[src/rtl/bus_program_loader.sv]
// Byte-stream program loader: assembles 16-bit words (high byte first), writes them to RAM
// from address 0 over the shared bus, and keeps the CPU held unless the XOR checksum matches.
module bus_program_loader #(
  parameter int MAX_WORDS  = 256,
  parameter int ADDR_WIDTH = 16
) (
  input  logic                  clk,
  input  logic                  rst,
  input  logic                  start,
  input  logic [7:0]            data_in,
  input  logic                  data_valid,
  output logic                  data_ready,
  output logic [15:0]           bus_out,
  output logic                  bus_drive,
  output logic [ADDR_WIDTH-1:0] load_address,
  output logic                  wr_enable,
  output logic                  cpu_hold,
  output logic                  done,
  output logic                  error,
  output logic [15:0]           words_loaded,
  output logic [3:0]            state_dbg
);

  // Handshake: a byte transfers on a rising edge where data_valid && data_ready;
  // data_ready depends only on the current state, never on data_valid.
  typedef enum logic [3:0] {
    S_IDLE, S_LEN_HI, S_LEN_LO, S_LEN_CHK, S_DATA_HI, S_DATA_LO,
    S_WRITE, S_SUM_HI, S_SUM_LO, S_CHECK, S_DONE, S_ERROR
  } state_t;

  localparam logic [16:0] MAX_W = 17'(MAX_WORDS);

  state_t                state_q, state_d;
  logic [15:0]           len_q, len_d;
  logic [15:0]           sum_q, sum_d;
  logic [7:0]            byte_q, byte_d;
  logic [15:0]           word_q, word_d;
  logic [ADDR_WIDTH-1:0] addr_q, addr_d;
  logic [15:0]           count_q, count_d;
  logic                  accept;

  always_ff @(posedge clk) begin
    if (rst) begin
      state_q <= S_IDLE;
      len_q   <= '0;
      sum_q   <= '0;
      byte_q  <= '0;
      word_q  <= '0;
      addr_q  <= '0;
      count_q <= '0;
    end else begin
      state_q <= state_d;
      len_q   <= len_d;
      sum_q   <= sum_d;
      byte_q  <= byte_d;
      word_q  <= word_d;
      addr_q  <= addr_d;
      count_q <= count_d;
    end
  end

  always_comb begin
    data_ready = 1'b0;
    wr_enable  = 1'b0;
    case (state_q)
      S_LEN_HI, S_LEN_LO, S_DATA_HI, S_DATA_LO, S_SUM_HI, S_SUM_LO: data_ready = 1'b1;
      S_WRITE:                                                      wr_enable  = 1'b1;
      default: ;
    endcase
  end

  assign accept       = data_valid && data_ready;
  assign bus_drive    = wr_enable;
  assign bus_out      = wr_enable ? word_q : 16'h0000;
  assign load_address = addr_q;
  assign words_loaded = count_q;
  assign done         = (state_q == S_DONE);
  assign error        = (state_q == S_ERROR);
  assign cpu_hold     = !(state_q == S_IDLE || state_q == S_DONE);
  assign state_dbg    = state_q;

  always_comb begin
    state_d = state_q;
    len_d   = len_q;
    sum_d   = sum_q;
    byte_d  = byte_q;
    word_d  = word_q;
    addr_d  = addr_q;
    count_d = count_q;
    case (state_q)
      S_IDLE, S_DONE, S_ERROR: begin
        if (start) begin
          state_d = S_LEN_HI;
          sum_d   = '0;
          addr_d  = '0;
          count_d = '0;
        end
      end
      S_LEN_HI: if (accept) begin byte_d = data_in; state_d = S_LEN_LO; end
      S_LEN_LO: if (accept) begin len_d = {byte_q, data_in}; state_d = S_LEN_CHK; end
      S_LEN_CHK: begin
        if ({1'b0, len_q} > MAX_W) state_d = S_ERROR;
        else if (len_q == 16'd0)   state_d = S_SUM_HI;
        else                       state_d = S_DATA_HI;
      end
      S_DATA_HI: if (accept) begin byte_d = data_in; state_d = S_DATA_LO; end
      S_DATA_LO: if (accept) begin word_d = {byte_q, data_in}; state_d = S_WRITE; end
      S_WRITE: begin
        sum_d   = sum_q ^ word_q;
        addr_d  = addr_q + ADDR_WIDTH'(1);
        count_d = count_q + 16'd1;
        state_d = (count_q + 16'd1 == len_q) ? S_SUM_HI : S_DATA_HI;
      end
      S_SUM_HI: if (accept) begin byte_d = data_in; state_d = S_SUM_LO; end
      // The received checksum reuses the word register; it is compared in CHECK.
      S_SUM_LO: if (accept) begin word_d = {byte_q, data_in}; state_d = S_CHECK; end
      S_CHECK: state_d = (word_q == sum_q) ? S_DONE : S_ERROR;
      default: state_d = S_IDLE;
    endcase
  end

endmodule

[config.mk]
export PLATFORM = sky130hd
export DESIGN_NAME = bus_program_loader
export DESIGN_NICKNAME = d
export VERILOG_FILES = /design/src/rtl/bus_program_loader.sv
export SDC_FILE = /design/constraint.sdc
export NUM_CORES = 1
export LEC_CHECK = 0
export BUFFER_PORTS_ARGS = -buffer_cell sky130_fd_sc_hd__buf_2
export CAP_MARGIN = 20
export CORE_UTILIZATION = 60
export CTS_BUF_LIST = sky130_fd_sc_hd__clkbuf_2 sky130_fd_sc_hd__clkbuf_4 sky130_fd_sc_hd__clkbuf_8
export DETAILED_ROUTE_END_ITERATION = 12
export PLACE_DENSITY = 0.89
export SETUP_SLACK_MARGIN = 0.4
export SYNTH_ARGS = -nofsm -noshare
export SYNTH_HDL_FRONTEND = slang
export SYNTH_SLANG_ARGS = --single-unit
export TNS_END_PERCENT = 100
[constraint.sdc]
create_clock -name clk -period 6 [get_ports clk]
set_clock_uncertainty 0.05 [all_clocks]
set_input_delay 1.2 -clock clk [delete_from_list [all_inputs] [get_ports clk]]
set_output_delay 1.2 -clock clk [all_outputs]
set_load 0.02 [all_outputs]
==> results of run 1 <==
[worst max-delay path, stage by stage, from the launching register on]
cell and delay (ps):
sky130_fd_sc_hd__dfxtp_1 620, sky130_fd_sc_hd__nand4bb_1 210, sky130_fd_sc_hd__buf_4 430, sky130_fd_sc_hd__inv_1 310, sky130_fd_sc_hd__buf_16 250, sky130_fd_sc_hd__and2_1 190
sky130_fd_sc_hd__buf_2 160
[cells by family after synthesis]
group                      Yosys count
and+or+nand+nor                    231
muxes                               27
adders and majority gates            2
xor gates and xnor gates            39
DFF                                 92
buffers and inverters               45
AOI/OAI and AO/OA                  140
[how the worst max path moves through the flow]
stage,from,to
after floorplan,state_dbg[1]$_SDFFE_PP0P_,wr_enable
after global placement,state_dbg[0]$_SDFFE_PP0P_,bus_out[3]
after detailed placement,state_dbg[0]$_SDFFE_PP0P_,bus_out[7]
after CTS,state_dbg[0]$_SDFFE_PP0P_,bus_out[7]
after global routing,state_dbg[0]$_SDFFE_PP0P_,bus_out[0]
final,state_dbg[0]$_SDFFE_PP0P_,bus_out[0]
[report_power, final]
part | leakage (nW) | switching [mW] | internal (mW)
Clock | 0.0868 | 0.220 | 0.162
Sequential | 0.742 | 0.0479 | 0.636
Combinational | 1.19 | 0.235 | 0.117
Total | 2.02 | 0.502 | 0.914
[sequential cells by signal, summed over array words and instances (netlist names)]
signal and cells:
byte_q 8, load_address 16, len_q 16, state_dbg 4
sum_q 16, word_q 16, words_loaded 16
[final cells by class]
class,count,area [um^2]
tap,99,124
clock inverter,5,37.5
inverter,10,37.5
multi-input combinational,439,2660
sequential,92,1840
fill,574,2180
clock buffer,11,139
timing repair buffer,72,388
[through the flow]
step / utilization / instance area (um^2)
after floorplan: - / 4700
after detailed placement: 0.678 / 5020
after global placement: 0.678 / 5020
after CTS: 0.701 / 5200
after global routing: 0.705 / 5220
final: 0.705 / 5220
[cell usage after synthesis, types with 2 or more instances]
cell                       count
sky130_fd_sc_hd__a211oi_1      4
sky130_fd_sc_hd__nor2_1       66
sky130_fd_sc_hd__mux2i_1      26
sky130_fd_sc_hd__xnor2_1      31
sky130_fd_sc_hd__nor3_1       12
sky130_fd_sc_hd__o211ai_1      3
sky130_fd_sc_hd__dfxtp_1      92
sky130_fd_sc_hd__buf_2         2
sky130_fd_sc_hd__nand3_1      13
sky130_fd_sc_hd__a311oi_1      6
sky130_fd_sc_hd__o21ai_0      44
sky130_fd_sc_hd__buf_6         2
sky130_fd_sc_hd__nand4_1      10
sky130_fd_sc_hd__and3_1        9
sky130_fd_sc_hd__xor2_1        8
sky130_fd_sc_hd__o221a_2      16
sky130_fd_sc_hd__nand2_1      67
sky130_fd_sc_hd__nor3b_1       3
sky130_fd_sc_hd__a21oi_1      46
sky130_fd_sc_hd__inv_1         9
sky130_fd_sc_hd__nor2b_1       2
sky130_fd_sc_hd__nand3_2       2
sky130_fd_sc_hd__clkbuf_1     28
sky130_fd_sc_hd__or3_1         6
sky130_fd_sc_hd__ha_1          2
sky130_fd_sc_hd__a31oi_1       6
sky130_fd_sc_hd__and2_1       17
sky130_fd_sc_hd__nand2b_1      5
sky130_fd_sc_hd__nor4_1        9
sky130_fd_sc_hd__or4_1         2
sky130_fd_sc_hd__a22oi_1       5
[layer usage]
layer | wire [um] | vias to the layer above | global-route usage
met5 | 0 | - | 0
met4 | 235 | 0 | 0.125
met3 | 562 | 23 | 0.0370
li1 | - | 2146 | -
met1 | 5160 | 2183 | 0.366
met2 | 5740 | 147 | 0.477
==> qor_table.md, run 1 <==
| Parameter | This run |
|---|---|
| Crit path arrival time | 2570 ps |
| Worst vdd ir | 0.000197 V |
| Antenna violations before repair | 0 |
| Remaining Overflow, GRT | 0 |
| Area growth from synthesis to layout | 11.2% |
| Share of flip-flops with an asynchronous set or reset after synthesis | 0 |
| Number of max-cap violations | 0 |
| Capture endpoint of the worst hold path | len_q[12]$_SDFFE_PP0P_ |
| Count of final max-slew check failures | 0 |
| Post-synth EDFFs | 0 |
| Final routed wirelength across all metal layers | 11700 um |
| Most common cell after layout, fill and taps aside | sky130_fd_sc_hd__dfxtp_1 |
| Launch point of the worst hold path | byte_q[4]$_SDFFE_PP0P_ |
| Largest net degree at the start of global routing | 73 |
| Diode insertion count for antenna repair | 0 |
| Compound-cell area share of the yosys netlist | 0.191 |
| Max Fclk | 262 MHz |
| Root buf cell | sky130_fd_sc_hd__clkbuf_8 |
| First-pass GRT wire length | 19200 um |
| Vias per cell | 6.18 |
| Hold-fix buffer count after cts | 0 |
| Reg2Reg Capture Point | load_address[15]$_SDFFE_PP0P_ |
| Net count after synthesis | 590 |
| DRC violations left | 0 |
| Start-to-end type of the worst setup path | flop to output port |
| Count of placed standard cells in the final layout, fillers left out | 728 |
| Ranking of synthesized cells by area | sky130_fd_sc_hd__dfxtp_1 39%, sky130_fd_sc_hd__xnor2_1 5.8%, sky130_fd_sc_hd__mux2i_1 5.5% |
| Vertical extent of the die | 90.5 um |
| Die Width | 90.5 um |
| Area of the core | 7410 um^2 |
| Die ar. | 8190 um^2 |
| Type of origin of the critical path | flop |
| Combinational family with the most area after synthesis | simple AND/OR/NAND/NOR gates |
| Synthesized area per cell | 8.16 um^2 |
| Global router's overall resource usage | 0.285 |
| I/O Pins | 70 |
| Yosys warnings | 0 |
| Required time reported for the critical path endpoint | 4750 ps |
| Area leader, netlist | sky130_fd_sc_hd__dfxtp_1 |
| Synth Area in Adders | 0.00533 |
| Estimated wirelength of the detail-placed design | 7860 um |
| Clock latency on the worst-skew pair | 360 ps |
| Antenna viol nets, final | 0 |
| Power density over cell area | 271 nW/um^2 |
| Number of core rows | 31 |
| Buffers inserted during post-CTS setup optimization | 0 |
| 1st-pass router iterations | 5 |
| Leak pwr | 2.02 nW |
| Number of storage elements in the synthesis netlist | 92 |
| Hold path depth | 2 |
| CTS HTree Levels | 3 |
| FF-to-FF setup slack | 2850 ps |
| R2R Path Start | state_dbg[2]$_SDFFE_PP0P_ |
| Number of clock sinks | 92 |
| Worst slew slack as a fraction of its limit | 0.351 |
| Layout cells sized above 1 | 0.180 |
| Number of placed cells counting well taps | 711 |
| Routability Congestion | 0.874 |
| Worst slack, placed | 2360 ps |
| Routed wire length per instance | 16.1 um |
| Cts repair resizes | 0 |
| FF-to-FF path depth | 10 |
| Quantity of I/O buffers inserted on ports | 69 |
| Final setup fails | 0 |
| TritonCTS Buffers | 9 |
| Outcome | finished, final reports clean |
| Final Hold Slack | 439 ps |
| Number of cells produced by synthesis | 576 |
| Final critical-path setup slack | 2180 ps |
| CTS tree | yes |
| Setup repair after global routing missed its margin | false |
| Slew at the pin with the worst max-slew slack | 974 ps |
| Total via count after detailed routing | 4499 |
| Hold WC Path Type | flop to flop |
| Xor/xnor share of the synthesized area | 0.0727 |
| Top cell type's share of synthesized area | 0.392 |
| Register clock-pin slew on the reported worst setup and hold paths | 90 ps |
| Hold Vio Cnt, Final | 0 |
| Clk buf depth | 2 |
| Fin crit period | 3820 ps |
| Max Fanout on Critical Path | 49 |
| Synthesized-area fraction occupied by and/or/nand/nor cells | 0.238 |
| Count of cell types in the netlist | 54 |
| Final Cycle Share | 0.637 |
| PnR Total Power | 1.42 mW |
| Most frequent cells in the layout | 92 x sky130_fd_sc_hd__dfxtp_1, 69 x sky130_fd_sc_hd__buf_2, 67 x sky130_fd_sc_hd__nand2_1 |
| Multiplexer share of the synthesized area | 0.0578 |
| Ys flop type | sky130_fd_sc_hd__dfxtp_1 |
| Sequential share of the synthesized area | 0.392 |
| Number of nets in the layout | 638 |
| Post-Route Setup TNS | 0 ps |
| Initial DRC count | 298 |
| Via count of the first global-routing pass | 4047 |
| Kind of end point of the critical path | output port |
| Area of the mapped netlist | 4700 um^2 |
| Initial core utilization | 0.634 |
(Power assumes the default switching activity.)
==> run 2, diff against run 1 <==
Settings changed: CORE_UTILIZATION 60 to 53, PLACE_DENSITY 0.89 to 0.84.
Clock period 6 ns to 3.1 ns, I/O delays scaled along.
==> qor_table.md, run 2 (synthesized netlist as in run 1, its figures left out) <==
| Parameter | This run | vs previous |
|---|---|---|
| Hold-fix buffer count after cts | 0 | unchanged |
| Diode insertion count for antenna repair | 0 | unchanged |
| Kind of end point of the critical path | output port | unchanged |
| Most frequent cells in the layout | 91 x sky130_fd_sc_hd__dfxtp_1, 69 x sky130_fd_sc_hd__buf_2, 66 x sky130_fd_sc_hd__nand2_1, 66 x sky130_fd_sc_hd__nor2_1, 46 x sky130_fd_sc_hd__a21oi_1 | was 92 x sky130_fd_sc_hd__dfxtp_1, 69 x sky130_fd_sc_hd__buf_2, 67 x sky130_fd_sc_hd__nand2_1 |
| Area growth from synthesis to layout | 13.9% | was 11.2% |
| Outcome | finished, final reports clean | unchanged |
| Initial DRC count | 335 | was 298 |
| Count of final max-slew check failures | 0 | unchanged |
| Antenna viol nets, final | 0 | unchanged |
| Initial core utilization | 0.561 | was 0.634 |
| Required time reported for the critical path endpoint | 2430 ps | was 4750 ps |
| Layout cells sized above 1 | 0.198 | was 0.180 |
| Global router's overall resource usage | 0.270 | was 0.285 |
| Number of core rows | 33 | was 31 |
| Area occupied by multi-input gates | 2680 um^2 | was 2660 um^2 |
| Crit path arrival time | 1940 ps | was 2570 ps |
| First-pass GRT wire length | 19500 um | was 19200 um |
| Number of placed cells counting well taps | 726 | was 711 |
| Routed wire length per instance | 16.0 um | was 16.1 um |
| Hold WC Path Type | flop to flop | unchanged |
| Number of clock sinks | 92 | unchanged |
| Vertical extent of the die | 96.2 um | was 90.5 um |
| Post-Route Setup TNS | 0 ps | unchanged |
| Critical path's top delay family | buffers and inverters | unchanged |
| Root buf cell | sky130_fd_sc_hd__clkbuf_8 | unchanged |
| Estimated wirelength of the detail-placed design | 8300 um | was 7860 um |
| Filler instances | 717 | was 574 |
| Leak pwr | 2.08 nW | was 2.02 nW |
| Max Fclk | 383 MHz |  |
| Routability Congestion | 0.950 | was 0.874 |
| TritonCTS Buffers | 9 | unchanged |
| Buffers inserted during post-CTS setup optimization | 0 | unchanged |
| 1st-pass router iterations | 5 | unchanged |
| Cell with the biggest individual delay on the critical path | sky130_fd_sc_hd__dfxtp_1 | unchanged |
| Number of max-cap violations | 0 | unchanged |
| Series of cell instances along the critical path | nand4bb_1 > buf_4 > inv_1 > buf_12 > and2_1 > buf_2 | was nand4bb_1 > buf_4 > inv_1 > buf_16 > and2_1 > buf_2 |
| DRC violations left | 0 | unchanged |
| Clock latency on the worst-skew pair | 340 ps | was 360 ps |
| Count of placed standard cells in the final layout, fillers left out | 741 | was 728 |
| CTS HTree Levels | 3 | unchanged |
| CTS tree | yes | unchanged |
| Area of the core | 8380 um^2 | was 7410 um^2 |
| Die Width | 96.2 um | was 90.5 um |
| Worst vdd ir | 0.000292 V | was 0.000197 V |
| Antenna violations before repair | 0 | unchanged |
| Quantity of I/O buffers inserted on ports | 69 | unchanged |
| Start-to-end type of the worst setup path | flop to output port | unchanged |
| Setup repair after global routing missed its margin | true | was false |
| Hold Vio Cnt, Final | 0 | unchanged |
| Worst slew slack as a fraction of its limit | 0.505 | was 0.351 |
| Max Fanout on Critical Path | 38 | was 49 |
| Cts repair resizes | 1 | was 0 |
| Combined flip-flop and latch cell area | 1840 um^2 | about the same |
| Delay of the slowest cell on the worst path | 320 ps | was 620 ps |
| Vias per cell | 6.01 | was 6.18 |
| Via count of the first global-routing pass | 4165 | was 4047 |
| Most common cell after layout, fill and taps aside | sky130_fd_sc_hd__dfxtp_1 | unchanged |
| Clk buf depth | 2 | unchanged |
| Largest net degree at the start of global routing | 72 | was 73 |
| Fin crit period | 2610 ps |  |
| Final Cycle Share | 0.842 |  |
| Final setup fails | 0 | unchanged |
| Register clock-pin slew on the reported worst setup and hold paths | 80 ps | was 90 ps |
| Total via count after detailed routing | 4457 | was 4499 |
| Final routed wirelength across all metal layers | 11900 um | was 11700 um |
| Remaining Overflow, GRT | 0 | unchanged |
| I/O Pins | 70 | unchanged |
| Type of origin of the critical path | flop | unchanged |
| Die ar. | 9240 um^2 | was 8190 um^2 |
| Power density over cell area | 548 nW/um^2 | was 271 nW/um^2 |
| CP Buf/Inv Count | 4 | unchanged |
| Slew at the pin with the worst max-slew slack | 742 ps | was 974 ps |
| Number of nets in the layout | 646 | was 638 |
## run 2: cell types whose count changed in the layout (fill, tap and decap cells not counted), sizes merged
cell	previous run	this run
inv	10	9
buf	72	80
bufinv	0	2
clkinvlp	2	0
## run 2: where the power goes
part,internal (mW),switching (mW),leakage [nW]
clock,0.482,0.399,0.113
sequential,1.23,0.0416,0.743
combinational,0.262,0.515,1.22
## run 2: cell type report
type                            count  area share
Sequential cell                    92       0.344
Tap cell                          105      0.0246
Timing Repair Buffer               80      0.0823
Multi-Input combinational cell    439       0.501
Clock inverter                      4      0.0138
Inverter                           10     0.00702
Clock buffer                       11      0.0271
## run 2: worst reg2reg max path: stages (launching register included)
cell and delay, ps:
sky130_fd_sc_hd__dfxtp_1 490, sky130_fd_sc_hd__nand4_2 210, sky130_fd_sc_hd__or2_1 350, sky130_fd_sc_hd__nor4_2 430
sky130_fd_sc_hd__xnor2_1 170, sky130_fd_sc_hd__nand4_1 120, sky130_fd_sc_hd__or4_1 510, sky130_fd_sc_hd__a21oi_1 150
## run 2: layer usage
metal,GRT usage,part of all wire
met5,0,0
met4,0.0970,0.017
met3,0.0300,0.049
met2,0.463,0.49
met1,0.347,0.44
## run 2: per-stage QoR
| stage | instance area (um^2) | util | power [mW] | setup slack [ps] | hold slack (ps) |
|---|---|---|---|---|---|
| floorplan | 4700 | - | 1.83 | 554 | 394 |
| CTS | 5320 | 0.634 | 2.94 | 415 | 420 |
| finish | 5350 | 0.638 | 2.93 | 489 | 427 |
| global placement | 5090 | 0.608 | 2.04 | 613 | 405 |
| detailed placement | 5090 | 0.608 | 2.06 | 453 | 414 |
| global route | 5350 | 0.638 | 3.08 | 394 | 452 |
## run 2: final timing paths
check / start / to / slack [ps] / depth (start not counted)
setup reg to reg: words_loaded[3]$_SDFFE_PP0P_ / state_dbg[1]$_SDFFE_PP0P_ / 550 / 7
hold / removal: byte_q[3]$_SDFFE_PP0P_ / len_q[11]$_SDFFE_PP0P_ / 430 / 2
hold reg to reg: byte_q[3]$_SDFFE_PP0P_ / len_q[11]$_SDFFE_PP0P_ / 430 / 2
setup / recovery: state_dbg[3]$_SDFFE_PP0P_ / bus_out[8] / 490 / 6
==> run 3, diff against run 2 <==
Settings changed: CORE_UTILIZATION 53 to 59, PLACE_DENSITY 0.84 to 0.88.
Clock period 3.1 ns to 2.6 ns, I/O delays scaled along.
==> qor_table.md, run 3 (synthesized netlist as in run 1, its figures left out) <==
| Parameter | This run | vs previous |
|---|---|---|
| Outcome | finished, final reports clean | unchanged |
| Count of final max-slew check failures | 0 | unchanged |
| Reg2Reg Capture Point | state_dbg[1]$_SDFFE_PP0P_ | unchanged |
| Fin crit period | 2240 ps |  |
| Setup repair after global routing missed its margin | true | unchanged |
| Worst slew slack as a fraction of its limit | 0.595 | was 0.505 |
| CTS tree | yes | unchanged |
| Number of core rows | 32 | was 33 |
| Register clock-pin slew on the reported worst setup and hold paths | 90 ps | was 80 ps |
| Global router's overall resource usage | 0.320 | was 0.270 |
| Diode insertion count for antenna repair | 0 | unchanged |
| Number of nets in the layout | 671 | was 646 |
| CTS HTree Levels | 3 | unchanged |
| Cell with the biggest individual delay on the critical path | sky130_fd_sc_hd__or4_4 | was sky130_fd_sc_hd__dfxtp_1 |
| Remaining Overflow, GRT | 0 | unchanged |
| Area of the core | 7730 um^2 | was 8380 um^2 |
| Crit path arrival time | 2490 ps | was 1940 ps |
| DRC violations left | 0 | unchanged |
| Via count of the first global-routing pass | 4547 | was 4165 |
| Hold-fix buffer count after cts | 0 | unchanged |
| Worst slack, placed | 130 ps | was 453 ps |
| Initial core utilization | 0.608 | was 0.561 |
| Largest net degree at the start of global routing | 47 | was 72 |
| Routability Congestion | 0.884 | was 0.950 |
| Combinational group share of total power | 0.292 | was 0.265 |
| Post-Route Setup TNS | 0 ps | unchanged |
| FF-to-FF setup slack | 360 ps | was 550 ps |
| Layout cells sized above 1 | 0.275 | was 0.198 |
| Max Fclk | 446 MHz |  |
| Initial DRC count | 366 | was 335 |
| Final setup fails | 0 | unchanged |
| Antenna violations before repair | 0 | unchanged |
| Filler instances | 516 | was 717 |
| First-pass GRT wire length | 21400 um | was 19500 um |
| Most common cell after layout, fill and taps aside | sky130_fd_sc_hd__dfxtp_1 | unchanged |
| Delay of the slowest cell on the worst path | 520 ps | was 320 ps |
| Switching share of total power | 0.359 | was 0.326 |
| Number of placed cells counting well taps | 727 | was 726 |
| I/O Pins | 70 | unchanged |
| Antenna viol nets, final | 0 | unchanged |
| 1st-pass router iterations | 6 | was 5 |
| Hold Vio Cnt, Final | 0 | unchanged |
| Area growth from synthesis to layout | 22.2% | was 13.9% |
| Type of origin of the critical path | flop | unchanged |
| Total via count after detailed routing | 4872 | was 4457 |
| Die ar. | 8320 um^2 | was 9240 um^2 |
| Final Cycle Share | 0.863 |  |
| Count of placed standard cells in the final layout, fillers left out | 764 | was 741 |
| Part of the power in registers | 0.438 | was 0.434 |
| Final critical-path setup slack | 357 ps | was 489 ps |
| Termination of the worst setup path | state_dbg[1]$_SDFFE_PP0P_ | was bus_out[8] |
| Clock network fraction of design power | 0.270 | was 0.301 |
| Start-to-end type of the worst setup path | flop to flop | was flop to output port |
| Hold WC Path Type | input port to flop | was flop to flop |
| Routed wire length per instance | 17.8 um | was 16.0 um |
| Kind of end point of the critical path | flop | was output port |
| R2R Path Start | words_loaded[0]$_SDFFE_PP0P_ | was words_loaded[3]$_SDFFE_PP0P_ |
| Final Hold Slack | 396 ps | was 427 ps |
| Series of cell instances along the critical path | ha_4 > nand3_4 > buf_6 > nor4_4 > xnor2_1 > nand4_1 > or4_4 > a21oi_2 | was nand4bb_1 > buf_4 > inv_1 > buf_12 > and2_1 > buf_2 |
| TritonCTS Buffers | 9 | unchanged |
| FF-to-FF path depth | 8 | was 7 |
| Number of max-cap violations | 0 | unchanged |
| Leak pwr | 2.26 nW | was 2.08 nW |
| Crit path from | words_loaded[0]$_SDFFE_PP0P_ | was state_dbg[3]$_SDFFE_PP0P_ |
| Required time reported for the critical path endpoint | 2840 ps | was 2430 ps |
| Slew at the pin with the worst max-slew slack | 605 ps | was 742 ps |
| Worst vdd ir | 0.000412 V | was 0.000292 V |
| Final routed wirelength across all metal layers | 13600 um | was 11900 um |
| Root buf cell | sky130_fd_sc_hd__clkbuf_8 | unchanged |
| Clock latency on the worst-skew pair | 360 ps | was 340 ps |
| Max Fanout on Critical Path | 6 | was 38 |
| Die Width | 91.2 um | was 96.2 um |
| Most frequent cells in the layout | 82 x sky130_fd_sc_hd__dfxtp_1, 67 x sky130_fd_sc_hd__nand2_1, 62 x sky130_fd_sc_hd__nor2_1 | was 91 x sky130_fd_sc_hd__dfxtp_1, 69 x sky130_fd_sc_hd__buf_2, 66 x sky130_fd_sc_hd__nand2_1, 66 x sky130_fd_sc_hd__nor2_1, 46 x sky130_fd_sc_hd__a21oi_1 |
| Vertical extent of the die | 91.2 um | was 96.2 um |
| Switching power | 1.25 mW | was 0.956 mW |
| Int Pwr | 2.23 mW | was 1.97 mW |
| Estimated wirelength of the detail-placed design | 8260 um | was 8300 um |
| Number of clock sinks | 92 | unchanged |
| Vias per cell | 6.38 | was 6.01 |
| Power density over cell area | 606 nW/um^2 | was 548 nW/um^2 |
| PnR Total Power | 3.48 mW | was 2.93 mW |
| Clk buf depth | 2 | unchanged |
| Quantity of I/O buffers inserted on ports | 69 | unchanged |
run 3: what timing repair did:
| item | 4_1_cts | 5_1_grt |
|---|---|---|
| setup endpoints to repair | 23 | 48 |
| buffers inserted | 14 | 6 |
| gates cloned | 1 | 0 |
| resized for setup | 26 | 32 |
| pin swaps | 6 | 4 |
run 3: stage by stage:
step / cell area [um^2] / util
2_1_floorplan: 4740 / -
3_3_place_gp: 5160 / 0.667
3_5_place_dp: 5160 / 0.667
4_1_cts: 5610 / 0.726
5_1_grt: 5740 / 0.743
6_report: 5740 / 0.743
run 3: how the worst min path moves through the flow:
stage                                        from  slack [ps]  cells after the start                       endpoint
finish                                 data_in[5]         400                      3          len_q[5]$_SDFFE_PP0P_
global route                           data_in[5]         400                      3          len_q[5]$_SDFFE_PP0P_
CTS                                    data_in[5]         390                      3          len_q[5]$_SDFFE_PP0P_
detailed placement         byte_q[6]$_SDFFE_PP0P_         410                      2         len_q[14]$_SDFFE_PP0P_
global placement    load_address[15]$_SDFFE_PP0P_         410                      2  load_address[15]$_SDFFE_PP0P_
floorplan                  byte_q[4]$_SDFFE_PP0P_         390                      2         len_q[12]$_SDFFE_PP0P_
run 3: layout make-up:
| type | instances | area (um^2) | area share |
|---|---|---|---|
| clock buffer | 11 | 151 | 0.0264 |
| sequential | 92 | 1870 | 0.325 |
| clock inverter | 5 | 41.3 | 0.00719 |
| tap | 102 | 128 | 0.0222 |
| timing repair buffer | 105 | 699 | 0.122 |
| multi-input combinational | 439 | 2810 | 0.490 |
| inverter | 10 | 40.0 | 0.00697 |
run 3: worst max-delay path: cells and delay by family (launching register included):
kind,cells,cell delay [ps]
buf+inv,1,150
simple gates,4,1090
fa+ha+maj,1,180
xor+xnor,1,180
compound gates,1,140
flops,1,400
run 3: routing by layer:
| metal | track usage | part of all wire | vias up |
|---|---|---|---|
| li1 | - | - | 2213 |
| met1 | 0.384 | 0.40 | 2294 |
| met2 | 0.540 | 0.48 | 289 |
| met3 | 0.0503 | 0.075 | 76 |
| met4 | 0.189 | 0.044 | 0 |
| met5 | 0 | 0 | - |
run 3: power by group through the flow:
stage | registers [mW] | logic (mW) | clock network (mW)
floorplan | 1.58 | 0.611 | 0
global placement | 1.54 | 0.883 | 0
detailed placement | 1.55 | 0.908 | 0
CTS | 1.52 | 0.958 | 0.937
global route | 1.53 | 1.11 | 1.01
finish | 1.53 | 1.02 | 0.938
